File: src/rtl/mc_control_fsm.sv
// Multi-cycle main controller for the single-cycle datapath: sequences each instruction
// through FETCH/DECODE/EXEC/MEM/WB and strobes every architectural side effect exactly once.
module mc_control_fsm #(
  parameter int unsigned CNT_W       = 32,
  parameter bit          MEM_WAIT_EN = 1'b1
) (
  input  logic             clk,
  input  logic             reset,
  input  logic [5:0]       OpCode,
  input  logic             mem_ready,
  output logic             RegDst,
  output logic             AluSrc,
  output logic             MemtoReg,
  output logic             RegWrite,
  output logic             MemRead,
  output logic             MemWrite,
  output logic             Branch,
  output logic [1:0]       ALUOp,
  output logic [1:0]       Ne,
  output logic             PCWrite,
  output logic             halted,
  output logic [2:0]       state,
  output logic [CNT_W-1:0] instr_count
);

  typedef enum logic [2:0] {
    StFetch  = 3'd0,
    StDecode = 3'd1,
    StExec   = 3'd2,
    StMem    = 3'd3,
    StWb     = 3'd4,
    StHalt   = 3'd5
  } state_e;

  localparam logic [5:0] OpR    = 6'b000000;
  localparam logic [5:0] OpLw   = 6'b100011;
  localparam logic [5:0] OpSw   = 6'b101011;
  localparam logic [5:0] OpBeq  = 6'b000100;
  localparam logic [5:0] OpBne  = 6'b000101;
  localparam logic [5:0] OpJ    = 6'b000010;
  localparam logic [5:0] OpAddi = 6'b001000;

  state_e           state_q, state_d;
  logic [5:0]       op_q, op_d;
  logic             halted_q, halted_d;
  logic [CNT_W-1:0] cnt_q, cnt_d;

  logic op_legal;
  logic is_r, is_lw, is_sw, is_beq, is_bne, is_j, is_addi;
  logic mem_done;
  logic retire;
  logic sel_en;

  // With waiting disabled the MEM phase always completes in its first cycle.
  assign mem_done = MEM_WAIT_EN ? mem_ready : 1'b1;

  assign is_r    = (op_q == OpR);
  assign is_lw   = (op_q == OpLw);
  assign is_sw   = (op_q == OpSw);
  assign is_beq  = (op_q == OpBeq);
  assign is_bne  = (op_q == OpBne);
  assign is_j    = (op_q == OpJ);
  assign is_addi = (op_q == OpAddi);

  always_comb begin
    op_legal = 1'b0;
    case (OpCode)
      OpR, OpLw, OpSw, OpBeq, OpBne, OpJ, OpAddi: op_legal = 1'b1;
      default:                                    op_legal = 1'b0;
    endcase
  end

  always_ff @(posedge clk or negedge reset) begin
    if (!reset) begin
      state_q  <= StFetch;
      op_q     <= 6'd0;
      halted_q <= 1'b0;
      cnt_q    <= '0;
    end else begin
      state_q  <= state_d;
      op_q     <= op_d;
      halted_q <= halted_d;
      cnt_q    <= cnt_d;
    end
  end

  // Next state; retire marks the last cycle of an instruction.
  always_comb begin
    state_d  = state_q;
    op_d     = op_q;
    halted_d = halted_q;
    retire   = 1'b0;
    case (state_q)
      StFetch: state_d = StDecode;
      StDecode: begin
        op_d = OpCode;
        if (op_legal) begin
          state_d = StExec;
        end else begin
          state_d  = StHalt;
          halted_d = 1'b1;
        end
      end
      StExec: begin
        if (is_lw || is_sw) begin
          state_d = StMem;
        end else if (is_r || is_addi) begin
          state_d = StWb;
        end else begin
          state_d = StFetch;
          retire  = is_beq || is_bne || is_j;
        end
      end
      StMem: begin
        if (mem_done) begin
          if (is_lw) begin
            state_d = StWb;
          end else begin
            state_d = StFetch;
            retire  = 1'b1;
          end
        end
      end
      StWb: begin
        state_d = StFetch;
        retire  = 1'b1;
      end
      StHalt:  state_d = StHalt;
      default: state_d = StFetch;
    endcase
  end

  assign cnt_d = retire ? cnt_q + CNT_W'(1) : cnt_q;

  // Moore decode of {state, op_q}; only sw's MemWrite/PCWrite look at mem_ready.
  always_comb begin
    RegDst   = 1'b0;
    AluSrc   = 1'b0;
    MemtoReg = 1'b0;
    RegWrite = 1'b0;
    MemRead  = 1'b0;
    MemWrite = 1'b0;
    Branch   = 1'b0;
    ALUOp    = 2'b00;
    Ne       = 2'b00;
    sel_en   = (state_q == StExec) || (state_q == StMem) || (state_q == StWb);
    if (sel_en) begin
      case (op_q)
        OpR: begin
          RegDst = 1'b1;
          ALUOp  = 2'b10;
        end
        OpAddi, OpSw: AluSrc = 1'b1;
        OpLw: begin
          AluSrc   = 1'b1;
          MemtoReg = 1'b1;
        end
        OpBeq: ALUOp = 2'b01;
        OpBne: begin
          ALUOp = 2'b01;
          Ne    = 2'b01;
        end
        OpJ:     Ne = 2'b10;
        default: ;
      endcase
    end
    RegWrite = (state_q == StWb);
    MemRead  = is_lw && ((state_q == StMem) || (state_q == StWb));
    MemWrite = is_sw && (state_q == StMem) && mem_done;
    Branch   = (state_q == StExec) && (is_beq || is_bne);
  end

  assign PCWrite     = retire;
  assign halted      = halted_q;
  assign state       = state_q;
  assign instr_count = cnt_q;

endmodule

File: config.mk
export PLATFORM = sky130hd
export DESIGN_NAME = mc_control_fsm
export DESIGN_NICKNAME = d
export VERILOG_FILES = /design/src/rtl/mc_control_fsm.sv
export SDC_FILE = /design/constraint.sdc
export NUM_CORES = 1
export LEC_CHECK = 0
export BUFFER_PORTS_ARGS = -buffer_cell sky130_fd_sc_hd__clkbuf_2
export CAP_MARGIN = 25
export CORE_ASPECT_RATIO = 0.7
export CORE_MARGIN = 2
export CORE_UTILIZATION = 45
export CTS_BUF_LIST = sky130_fd_sc_hd__clkbuf_16
export DETAILED_ROUTE_END_ITERATION = 7
export GPL_TIMING_DRIVEN = 1
export PLACE_DENSITY = 0.7
export SETUP_SLACK_MARGIN = 0.15
export SKIP_LAST_GASP = 1
export SLEW_MARGIN = 20
export SYNTH_ARGS = -nofsm -noshare
export SYNTH_HDL_FRONTEND = slang
export SYNTH_SLANG_ARGS = --single-unit
File: constraint.sdc
create_clock -name clk -period 4.4 [get_ports clk]
set_input_delay 0.88 -clock clk [delete_from_list [all_inputs] [get_ports clk]]
set_output_delay 0.88 -clock clk [all_outputs]
set_load 0.01 [all_outputs]
# Word level (Yosys, flattened, before mapping)
# Index checks and enable logic that the tools add are counted.
# totals
reg_bits	42
inputBits	9
output_inout_bits	48
word_cells	64
# classes
addsub	1
n_eq_ne	18
n_mux	22
bitwise_logic	1
reduce_logical	18
# op_table
op	count
32-bit by 1-bit adder with 32-bit output, second input constant	1
6-bit by 3-bit == test with 1-bit output, second input constant	4
6-bit == test, second input constant	4
3-bit two-way mux	5
3-bit case mux with 5 select lines	1
6-bit by 2-bit == test with 1-bit output, second input constant	2
6-bit by 4-bit == test with 1-bit output, second input constant	2
6-bit zero test	2
1-bit two-way mux	11
2-bit case mux with 2 select lines	2
1-bit logical OR	7
7-bit OR reduction	1
3-bit by 2-bit == test with 1-bit output, second input constant	2
3-bit == test, second input constant	2
1-bit logical AND	4
2-bit two-way mux	2
3-bit by 1-bit == test with 1-bit output, second input constant	1
3-bit zero test	1
1-bit case mux with 3 select lines	1
3-bit OR reduction	1
2-bit inequality test, second input constant	1
2-bit AND reduction	1
2-bit OR reduction	1
1-bit inverter	1

# Longest topological paths before layout
# Gate-level depths: netlist (run 1).
# logic_depth
depth_word	6
depth_mapped	7
ltp_nobuf	6

# Least setup slack after synthesis (run 1)
# OpenSTA, ideal clock, no wires.
# synth_timing
kind	reg-to-output
from	reg state_q[0], in the netlist state[0]
to	out Ne[0]
t_arrival_ns	1.954
required_time_ns	3.520
setup_slack_ns	1.566
path_stages_with_launch	6
path_buffers	1
cell_sequence	dfrtp_1 > buf_2 > nor3b_1 > nor2_1 > nor3_1 > and2_1
# synth_between
elab_cells_between_ends	6
classes_between	eq/ne: 3; mux: 1; reduce/logical: 2
# synth_lines
element	line_no	text
start: declaration	43	state_e state_q, state_d;
start signal: assignment	75	state_q <= StFetch;
start signal: assignment	80	state_q <= state_d;
3-bit == test	-	
named net RegWrite	14	output logic RegWrite,
1-bit logical OR	146	sel_en = (state_q == StExec) || (state_q == StMem) || (state_q == StWb);
2-bit two-way mux	147	if (sel_en) begin
end: declaration	19	output logic [1:0] Ne,
# The timed path passes the listed nets, and every way through them passes these cells.

# Final worst setup path (run 1)
# layout_timing
from	reg op_q[0]
to	out PCWrite
# layout_between
elab_chain_cells	6
elab_cells_between_ends	16
classes_between	eq/ne: 6; mux: 5; reduce/logical: 5
# layout_rtl
element	line_no	text
start: declaration	44	logic [5:0] op_q, op_d;
start signal: assignment	81	op_q <= op_d;
6-bit by 3-bit == test with 1-bit output, on equally long branches	60, 61	
1-bit logical OR (2 in a row)	111	retire = is_beq || is_bne || is_j;
1-bit two-way mux	107	end else if (is_r || is_addi) begin
1-bit two-way mux	105	if (is_lw || is_sw) begin
1-bit case mux with 3 select lines *	93	case (state_q)
end: declaration	20	output logic PCWrite,
# Mark *: on every way between the ends. The rest lies on a longest branch, timed or not.

==> flow_summary.toml, run 1 <==
[synthesis]
synth_enable_flop_cells = 0
post_synth_and_or_nand_nor_area_fraction_pct = 27.21
mappedNetlistArea_mm2 = 0.002120
ys_types = 40
synthAdderAreaFrac_pct = 0.5903
postSynth.asyncResetShare_pct = 100.0
postSynthRegisterBits = 42
syn_area_per_cell_um2 = 10.60
synth_xor_xnor_area_share_pct = 12.81
synth-main-ff-cell = "sky130_fd_sc_hd__dfrtp_1"
synth.yosys.seq_area_share_pct = 49.59
synth_top_family_by_area = "simple AND/OR/NAND/NOR gates"
synthesis.nets = 210
ys.warnings.count = 0
synth_compound_gate_area_share_pct = 5.254
synthMuxAreaShare_pct = 2.656
syn_inst = 200

[timing]
grt_setup_unrepaired = "false"
report.final.slew_viol_count = 0
tightestPinTransition_ns = 0.6777
finalSetupTns_ns = 0
period_utilisation_layout_pct = 69.87
setup_viol_count_final = 0
final.min_clock_period_ns = 3.074
hold_viol = 0
maxSlewHeadroom_pct = 54.73
postLayoutSetupSlackWorst_ns = 1.326
clock.fmax_mhz = 325.3
finalClockSkew_ns = 0.006383
hold_ws_ns = 0.4654

[grt]
antenna_found_initial = 0
largest_net_degree_at_the_start_of_global_routing = 28
globalRoute.totalOverflow = 0
grt_first_pass_wirelength_um = 7866
global_route.usage.total_pct = 19.37
grt_pass1_vias = 1603

[floorplan]
die_w_um = 86.03
die_area_mm2 = 0.005284
fp.coreArea_mm2 = 0.004429
ports = 57
die_y_um = 61.42
floorplan.initialDensity_pct = 47.85
row_count = 20

[layout]
layout_common_cells = "56 x sky130_fd_sc_hd__clkbuf_2, 42 x sky130_fd_sc_hd__dfrtp_1, 22 x sky130_fd_sc_hd__xor2_1"
final_cells = 316
filler_cell_count_in_the_final_layout = 382
final_core_occ_pct = 59.44
area_growth_syn_to_layout_pct = 24.20
finalNetCount = 270
most_common_library_cell_in_the_layout_ignoring_fill_and_taps = "sky130_fd_sc_hd__clkbuf_2"
antennaDiodeCount = 0
drive_above_1_share_pct = 29.89
design_area_mm2 = 0.002633

[placement]
dp_worst_setup_slack_ns = 1.368
routability_driven_placement_congestion_ratio = 0.8138
place.port_buffers = 56
placedInstanceArea_mm2 = 0.002467
placed_cells = 308
dp.final_hpwl_um = 3421

[setup_path]
critical_path.n_buffers_inverters = 3
wp_data_required_ns = 3.52
cp-end-kind = "output pin"
critical_path_peak_fanout = 25
critical_path.slowest_cell = "sky130_fd_sc_hd__or3b_4"
max_stage_delay_ns = 0.44
crit_path_arrival_time_ns = 2.19
crit_path_start_kind = "flip-flop"
cells_traversed_along_the_worst_timing_path = "or3b_4 > a2111oi_4 > nor3_2 > buf_4 > clkinv_1 > clkbuf_2"
path_delay_family = "buffers and inverters"
path_class = "reg -> out"

[cts]
cts.hold.buffers_added = 0
clk_buf_depth = 2
cells_resized_by_post_cts_repair = 0
cts-htree-levels = 2
total_clock_buffers_created_by_cts = 5
worst_path_clk_slew_ns = 0.06
worst_skew_pair.late_latency_ns = 0.28
cts_tree = "yes"
post_cts_buffers = 0
cts_root_buffer = "sky130_fd_sc_hd__clkbuf_16"
clock_sinks = 42

[min_path]
hp-class = "reg -> reg"

[drt]
first_iter_violations = 110
total_number_of_vias = 1682
detail_route.first_pass.iterations = 4
route.detailed.vias_per_inst = 5.323
highest-signal-layer = "met4"
dr_wl_met3_um = 285
route.layer.met1.wl_um = 2405
wirelength_um = 4587
postRouteAntennaNets = 0
drc = 0
route.met2.wl_um = 1882
post_drt_wl_per_cell_um = 14.52

[power]
total_leakage_power_nw = 1.319
peakVddDrop_mv = 0.2140
fin_total_pwr_mw = 1.285
power.density_cell_area_mw_per_mm2 = 488.2

[flow_run]
drv_cap = 0

[outcome]
run_status = "completed"
## path summary, 6_finish.rpt
check	from	to	slack [ns]	cells after the start
worst max register to register	op_q[0]	instr_count[6]	2.14	6
min in group asynchronous	reset	instr_count[16]	0.53	1
worst min-delay path	halted	halted	0.47	1
max in group asynchronous	reset	state[1]	3.40	2
worst max-delay path	op_q[0]	PCWrite	1.33	6
worst min register to register	halted	halted	0.47	1
## registers in the layout (all words and copies together) (netlist names)
| signal | count |
|---|---|
| state | 3 |
| instr_count | 32 |
| op_q | 6 |
| halted | 1 |
## cells by family (layout without fill, tap and decap cells)
| group | Yosys count | in the layout |
|---|---|---|
| XOR/XNOR | 31 | 31 |
| buffers and inverters | 8 | 69 |
| adder cells (fa/ha/maj) | 1 | 1 |
| AO/OA/AOI/OAI | 13 | 13 |
| AND/OR/NAND/NOR | 100 | 100 |
| multiplexers | 5 | 5 |
| flip-flops | 42 | 42 |
## report_power, final
part,switching [mW],internal [mW]
clock,0.143,0.265
sequential,0.0861,0.448
combinational,0.202,0.141
total,0.431,0.854
## layout make-up
class                   instances  area (µm²)  area share, %
inverters                       3       11.26         0.4278
clock inverters                 3       40.04          1.521
repair buffers                 58       307.8          11.69
clock buffers                   5       125.1          4.753
well taps                      55       68.82          2.614
flip-flops and latches         42        1051          39.92
multi-input cells             150        1028          39.07
## routing by layer
layer	vias up	track usage, %
li1	832	-
met1	804	30.06
met2	44	27.46
met3	2	4.826
met4	0	4.082
met5	-	0
## synthesized netlist by cell type (2+ instances only)
cell / instances / share of area [%]
sky130_fd_sc_hd__o21ai_0: 3 / 0.71
sky130_fd_sc_hd__xor2_1: 22 / 9.1
sky130_fd_sc_hd__clkbuf_1: 2 / 0.35
sky130_fd_sc_hd__xnor2_1: 9 / 3.7
sky130_fd_sc_hd__nor3_1: 16 / 3.8
sky130_fd_sc_hd__dfrtp_1: 42 / 50
sky130_fd_sc_hd__nand2b_1: 3 / 0.89
sky130_fd_sc_hd__nor4b_1: 2 / 0.83
sky130_fd_sc_hd__nor2_1: 9 / 1.6
sky130_fd_sc_hd__nand2_1: 19 / 3.4
sky130_fd_sc_hd__inv_1: 2 / 0.35
sky130_fd_sc_hd__mux2_2: 5 / 2.7
sky130_fd_sc_hd__nor2b_1: 6 / 1.8
sky130_fd_sc_hd__nand3_1: 12 / 2.8
sky130_fd_sc_hd__nand4_1: 8 / 2.4
sky130_fd_sc_hd__or3_1: 3 / 0.89
sky130_fd_sc_hd__nor4_1: 3 / 0.89
sky130_fd_sc_hd__and4bb_2: 2 / 1.2
sky130_fd_sc_hd__and3_1: 6 / 1.8
sky130_fd_sc_hd__nor3b_1: 5 / 1.8
sky130_fd_sc_hd__buf_2: 2 / 0.47
Power figures use the tool's default switching activity.
==> inputs of run 2 (changes only) <==
clock period = 3 ns   (was 4.4 ns; I/O delays follow)
==> flow_summary.toml, run 2 (synthesized netlist as in run 1, its figures left out) <==
[cts]
cts.hold.buffers_added = 0
cts-htree-levels = 2
cts_root_buffer = "sky130_fd_sc_hd__clkbuf_16"
clk_buf_depth = 2
worst_skew_pair.late_latency_ns = 0.28
clock_sinks = 42
worst_path_clk_slew_ns = 0.06
cts_tree = "yes"
total_clock_buffers_created_by_cts = 5

[drt]
wirelength_um = 4641
route.layer.met1.wl_um = 2337
highest-signal-layer = "met4"
postRouteAntennaNets = 0
detail_route.first_pass.iterations = 4
dr_wl_met3_um = 318
total_number_of_vias = 1728
route.met2.wl_um = 1945
route.detailed.vias_per_inst = 5.468
drc = 0
first_iter_violations = 69
post_drt_wl_per_cell_um = 14.69

[placement]
placed_cells = 308
dp.final_hpwl_um = 3460
dp_worst_setup_slack_ns = 0.6365
placedInstanceArea_mm2 = 0.002455
place.port_buffers = 56
routability_driven_placement_congestion_ratio = 0.7734

[setup_path]
timing.reg2reg.setup_slack_ns = 0.76
worst_r2r_endpoint = "instr_count[31]"
wp_data_required_ns = 2.40
max_stage_delay_ns = 0.43
crit_path_start_kind = "flip-flop"
path_class = "reg -> out"
critical_path_peak_fanout = 10
worst-r2r-cell-count = 6
critical_path.slowest_cell = "sky130_fd_sc_hd__dfrtp_1"
cells_traversed_along_the_worst_timing_path = "or3b_4 > a2111oi_4 > nor3_2 > clkinv_1 > clkbuf_2"
crit_path_arrival_time_ns = 1.95
crit-reg2reg-launch = "op_q[0]"
cp-end-kind = "output pin"

[power]
total_leakage_power_nw = 1.305
clock_power_share_pct = 28.3
comb_power_share_pct = 27.8
sequentialPowerShare_pct = 43.9
sw_frac_of_total_pct = 35.02
power.density_cell_area_mw_per_mm2 = 690.4
p_switching_mw = 0.6280
peakVddDrop_mv = 0.3225
internal_power_consumption_mw = 1.165

[grt]
largest_net_degree_at_the_start_of_global_routing = 25
antenna_found_initial = 0
globalRoute.totalOverflow = 0
grt_pass1_vias = 1605
grt_first_pass_wirelength_um = 7838
global_route.usage.total_pct = 19.51

[timing]
report.final.slew_viol_count = 0
final.min_clock_period_ns = 2.546
period_utilisation_layout_pct = 84.87
finalSetupTns_ns = 0
setup_viol_count_final = 0
clock.fmax_mhz = 392.8
tightestPinTransition_ns = 0.6572
hold_viol = 0
maxSlewHeadroom_pct = 56.09
grt_setup_unrepaired = "false"
postLayoutSetupSlackWorst_ns = 0.4540
finalClockSkew_ns = 0.003607

[layout]
drive_above_1_share_pct = 29.50
finalNetCount = 270
design_area_mm2 = 0.002597
final_cells = 316
layout_common_cells = "56 x sky130_fd_sc_hd__clkbuf_2, 42 x sky130_fd_sc_hd__dfrtp_1, 22 x sky130_fd_sc_hd__xor2_1"
antennaDiodeCount = 0
largest_register_ffs = 32
area_growth_syn_to_layout_pct = 22.55
most_common_library_cell_in_the_layout_ignoring_fill_and_taps = "sky130_fd_sc_hd__clkbuf_2"

[flow_run]
drv_cap = 0

[floorplan]
fp.coreArea_mm2 = 0.004429
row_count = 20
die_w_um = 86.03
floorplan.initialDensity_pct = 47.85
die_area_mm2 = 0.005284
die_y_um = 61.42
ports = 57

[min_path]
hp-class = "in -> async"

[outcome]
run_status = "completed"
## run 2: final cells by class
cell class                      instances  area (µm²)
Fill cell                             400        1832
Sequential cell                        42        1051
Multi-Input combinational cell        150        1033
Timing Repair Buffer                   58       295.3
Clock buffer                            5       125.1
Tap cell                               55       68.82
Clock inverter                          3       12.51
Inverter                                3       11.26
## run 2: timing repair
| item | 4_1_cts | 5_1_grt |
|---|---|---|
| endpoints found under the setup margin | 0 | 1 |
| resized for setup | 0 | 1 |
| buffers inserted | 0 | 0 |
## run 2: power groups by stage
stage | Combinational (mW) | Sequential, mW | Clock [mW]
6_report | 0.498 | 0.787 | 0.508
5_1_grt | 0.558 | 0.807 | 0.547
2_1_floorplan | 0.360 | 0.769 | 0
4_1_cts | 0.497 | 0.785 | 0.515
3_3_place_gp | 0.492 | 0.786 | 0
3_5_place_dp | 0.495 | 0.796 | 0
## run 2: worst max path at each step
stage / startpoint / endpoint / slack, ns / cells past startpoint
final: op_q[0] / PCWrite / 0.45 / 5
after global routing: op_q[0] / PCWrite / 0.34 / 5
after CTS: state[0] / Ne[0] / 0.32 / 5
after detailed placement: state[0] / Ne[0] / 0.64 / 5
after global placement: state[0] / Ne[0] / 0.71 / 5
after floorplan: state[0] / Ne[0] / 0.45 / 5
## run 2: metrics by stage
stage | power [mW] | hold WS (ns) | utilization, %
3_5_place_dp | 1.290 | 0.4624 | 55.42
4_1_cts | 1.798 | 0.2952 | 58.53
3_3_place_gp | 1.278 | 0.4391 | 55.42
2_1_floorplan | 1.129 | 0.3044 | -
5_1_grt | 1.912 | 0.3077 | 58.64
6_report | 1.793 | 0.2813 | 58.64
## run 2: worst max-delay path, delay by kind of cell (launching register included)
family	cells	cell delay [ns]
AOI/OAI and AO/OA	1	0.36
buffers and inverters	2	0.36
DFF	1	0.43
and+or+nand+nor	2	0.51
## run 2: metal layers
layer | up-vias | global-route usage, %
met5 | - | 0
met4 | 0 | 4.989
met3 | 6 | 6.032
met2 | 51 | 28.35
met1 | 835 | 28.66
li1 | 836 | -
==> inputs of run 3 (changes only) <==
PLACE_DENSITY = 0.73   (was 0.7)
clock period = 2.1 ns   (was 3 ns; I/O delays follow)
==> flow_summary.toml, run 3 (synthesized netlist as in run 1, its figures left out) <==
[floorplan]
die_w_um = 86.03
floorplan.initialDensity_pct = 47.85
die_y_um = 61.42
die_area_mm2 = 0.005284
row_count = 20
fp.coreArea_mm2 = 0.004429
ports = 57

[setup_path]
cp-end-kind = "output pin"
path_class = "reg -> out"
crit_path_start_kind = "flip-flop"
critical_path_peak_fanout = 5
crit_path_arrival_time_ns = 1.76
wp_data_required_ns = 1.68

[cts]
clk_buf_depth = 2
cts_root_buffer = "sky130_fd_sc_hd__clkbuf_16"
worst_path_clk_slew_ns = 0.06
clock_sinks = 42
total_clock_buffers_created_by_cts = 5
cts-htree-levels = 2
worst_skew_pair.late_latency_ns = 0.28
cts.hold.buffers_added = 0
cts_tree = "yes"

[layout]
layout_common_cells = "47 x sky130_fd_sc_hd__clkbuf_2, 41 x sky130_fd_sc_hd__dfrtp_1, 31 x sky130_fd_sc_hd__buf_4"
filler_cell_count_in_the_final_layout = 302
most_common_library_cell_in_the_layout_ignoring_fill_and_taps = "sky130_fd_sc_hd__clkbuf_2"
final_core_occ_pct = 73.70
drive_above_1_share_pct = 48.49
finalNetCount = 308
largest_register_ffs = 32
area_growth_syn_to_layout_pct = 54.01
antennaDiodeCount = 0

[drt]
route.detailed.vias_per_inst = 5.568
total_number_of_vias = 1971
route.met2.wl_um = 2864
postRouteAntennaNets = 0
highest-signal-layer = "met4"
detail_route.first_pass.iterations = 4
wirelength_um = 5901
drc = 0
dr_wl_met3_um = 342
first_iter_violations = 84
post_drt_wl_per_cell_um = 16.67
route.layer.met1.wl_um = 2628

[grt]
grt_pass1_vias = 1849
global_route.usage.total_pct = 22.32
largest_net_degree_at_the_start_of_global_routing = 25
antenna_found_initial = 0
grt_first_pass_wirelength_um = 9066
globalRoute.totalOverflow = 0

[timing]
hold_ws_ns = 0.1283
period_utilisation_layout_pct = 103.8
report.final.slew_viol_count = 0
tightestPinTransition_ns = 0.5823
grt_setup_unrepaired = "true"
clock.fmax_mhz = 458.7
final.min_clock_period_ns = 2.180
postLayoutSetupSlackWorst_ns = -0.08027
setup_viol_count_final = 8
hold_viol = 0
finalClockSkew_ns = 0.005025
maxSlewHeadroom_pct = 61.18

[power]
peakVddDrop_mv = 0.4903
fin_total_pwr_mw = 3.455
total_leakage_power_nw = 1.796
power.density_cell_area_mw_per_mm2 = 1058

[outcome]
run_status = "complete, but fails checks"
violations = "negative setup slack"

[placement]
routability_driven_placement_congestion_ratio = 0.8351
dp.final_hpwl_um = 3629
place.port_buffers = 56

[min_path]
hp-class = "in -> async"

[flow_run]
drv_cap = 0
## run 3: cell types whose count changed in the layout (fill, tap and decap cells not counted), moves of 4 or more
cell and delta:
sky130_fd_sc_hd__buf_4 +29, sky130_fd_sc_hd__nor3_1 -13, sky130_fd_sc_hd__nor3_4 +12, sky130_fd_sc_hd__clkbuf_2 -9, sky130_fd_sc_hd__buf_2 +8, sky130_fd_sc_hd__buf_6 +7, sky130_fd_sc_hd__nor3b_4 +5, sky130_fd_sc_hd__nor3b_1 -4
## run 3: power by group
| part | total [mW] | internal [mW] | switching, mW |
|---|---|---|---|
| combinational | 1.50 | 0.747 | 0.753 |
| sequential | 1.10 | 0.940 | 0.164 |
| clock | 0.850 | 0.552 | 0.298 |
## run 3: critical path: stages (launching register included)
cell and delay [ns]:
sky130_fd_sc_hd__dfrtp_1 0.40, sky130_fd_sc_hd__or3b_4 0.43, sky130_fd_sc_hd__a2111oi_4 0.38, sky130_fd_sc_hd__nor3_4 0.09
sky130_fd_sc_hd__clkinv_2 0.08, sky130_fd_sc_hd__buf_8 0.09
## run 3: what timing repair did
item,4_1_cts,5_1_grt
cloned,0,1
setup endpoints to repair,38,41
buffers inserted,13,8
resized for setup,26,43
pin swaps,12,35
## run 3: final timing paths
| path | startpoint | to | slack, ns | depth (start not counted) |
|---|---|---|---|---|
| worst max-delay path | op_q[1] | PCWrite | -0.08 | 5 |
| worst min-delay path | reset | instr_count[12] | 0.13 | 1 |
| worst max register to register | op_q[1] | instr_count[30] | -0.02 | 7 |
| worst min register to register | halted | halted | 0.45 | 1 |
| max in group asynchronous | reset | op_q[0] | 1.37 | 2 |
| min in group clk | OpCode[4] | op_q[4] | 0.39 | 2 |
## run 3: layout make-up
| type | instances | area (µm²) | share of cell area, % |
|---|---|---|---|
| well taps | 55 | 68.82 | 2.108 |
| multi-input cells | 150 | 1321 | 40.48 |
| clock inverters | 3 | 37.54 | 1.150 |
| flip-flops and latches | 42 | 1052 | 32.23 |
| inverters | 3 | 12.51 | 0.3833 |
| clock buffers | 5 | 125.1 | 3.833 |
| repair buffers | 96 | 646.9 | 19.82 |
## run 3: per-layer routing
layer / vias up / global-route usage, %
li1: 924 / -
met1: 971 / 31.12
met2: 68 / 34.22
met3: 8 / 6.166
met4: 0 / 7.710
met5: - / 0
## run 3: metrics by stage
stage | setup slack (ns) | setup TNS, ns | instance area [µm²] | std cells
after detailed placement | -0.1172 | -0.2225 | 2604 | 324
after global placement | -0.04232 | -0.04294 | 2604 | 324
after global routing | -0.1398 | -1.225 | 3264 | 354
after CTS | -0.05252 | -0.2024 | 2993 | 345
after floorplan | 0.1548 | 0 | 2136 | 200
final | -0.08027 | -0.1954 | 3264 | 354
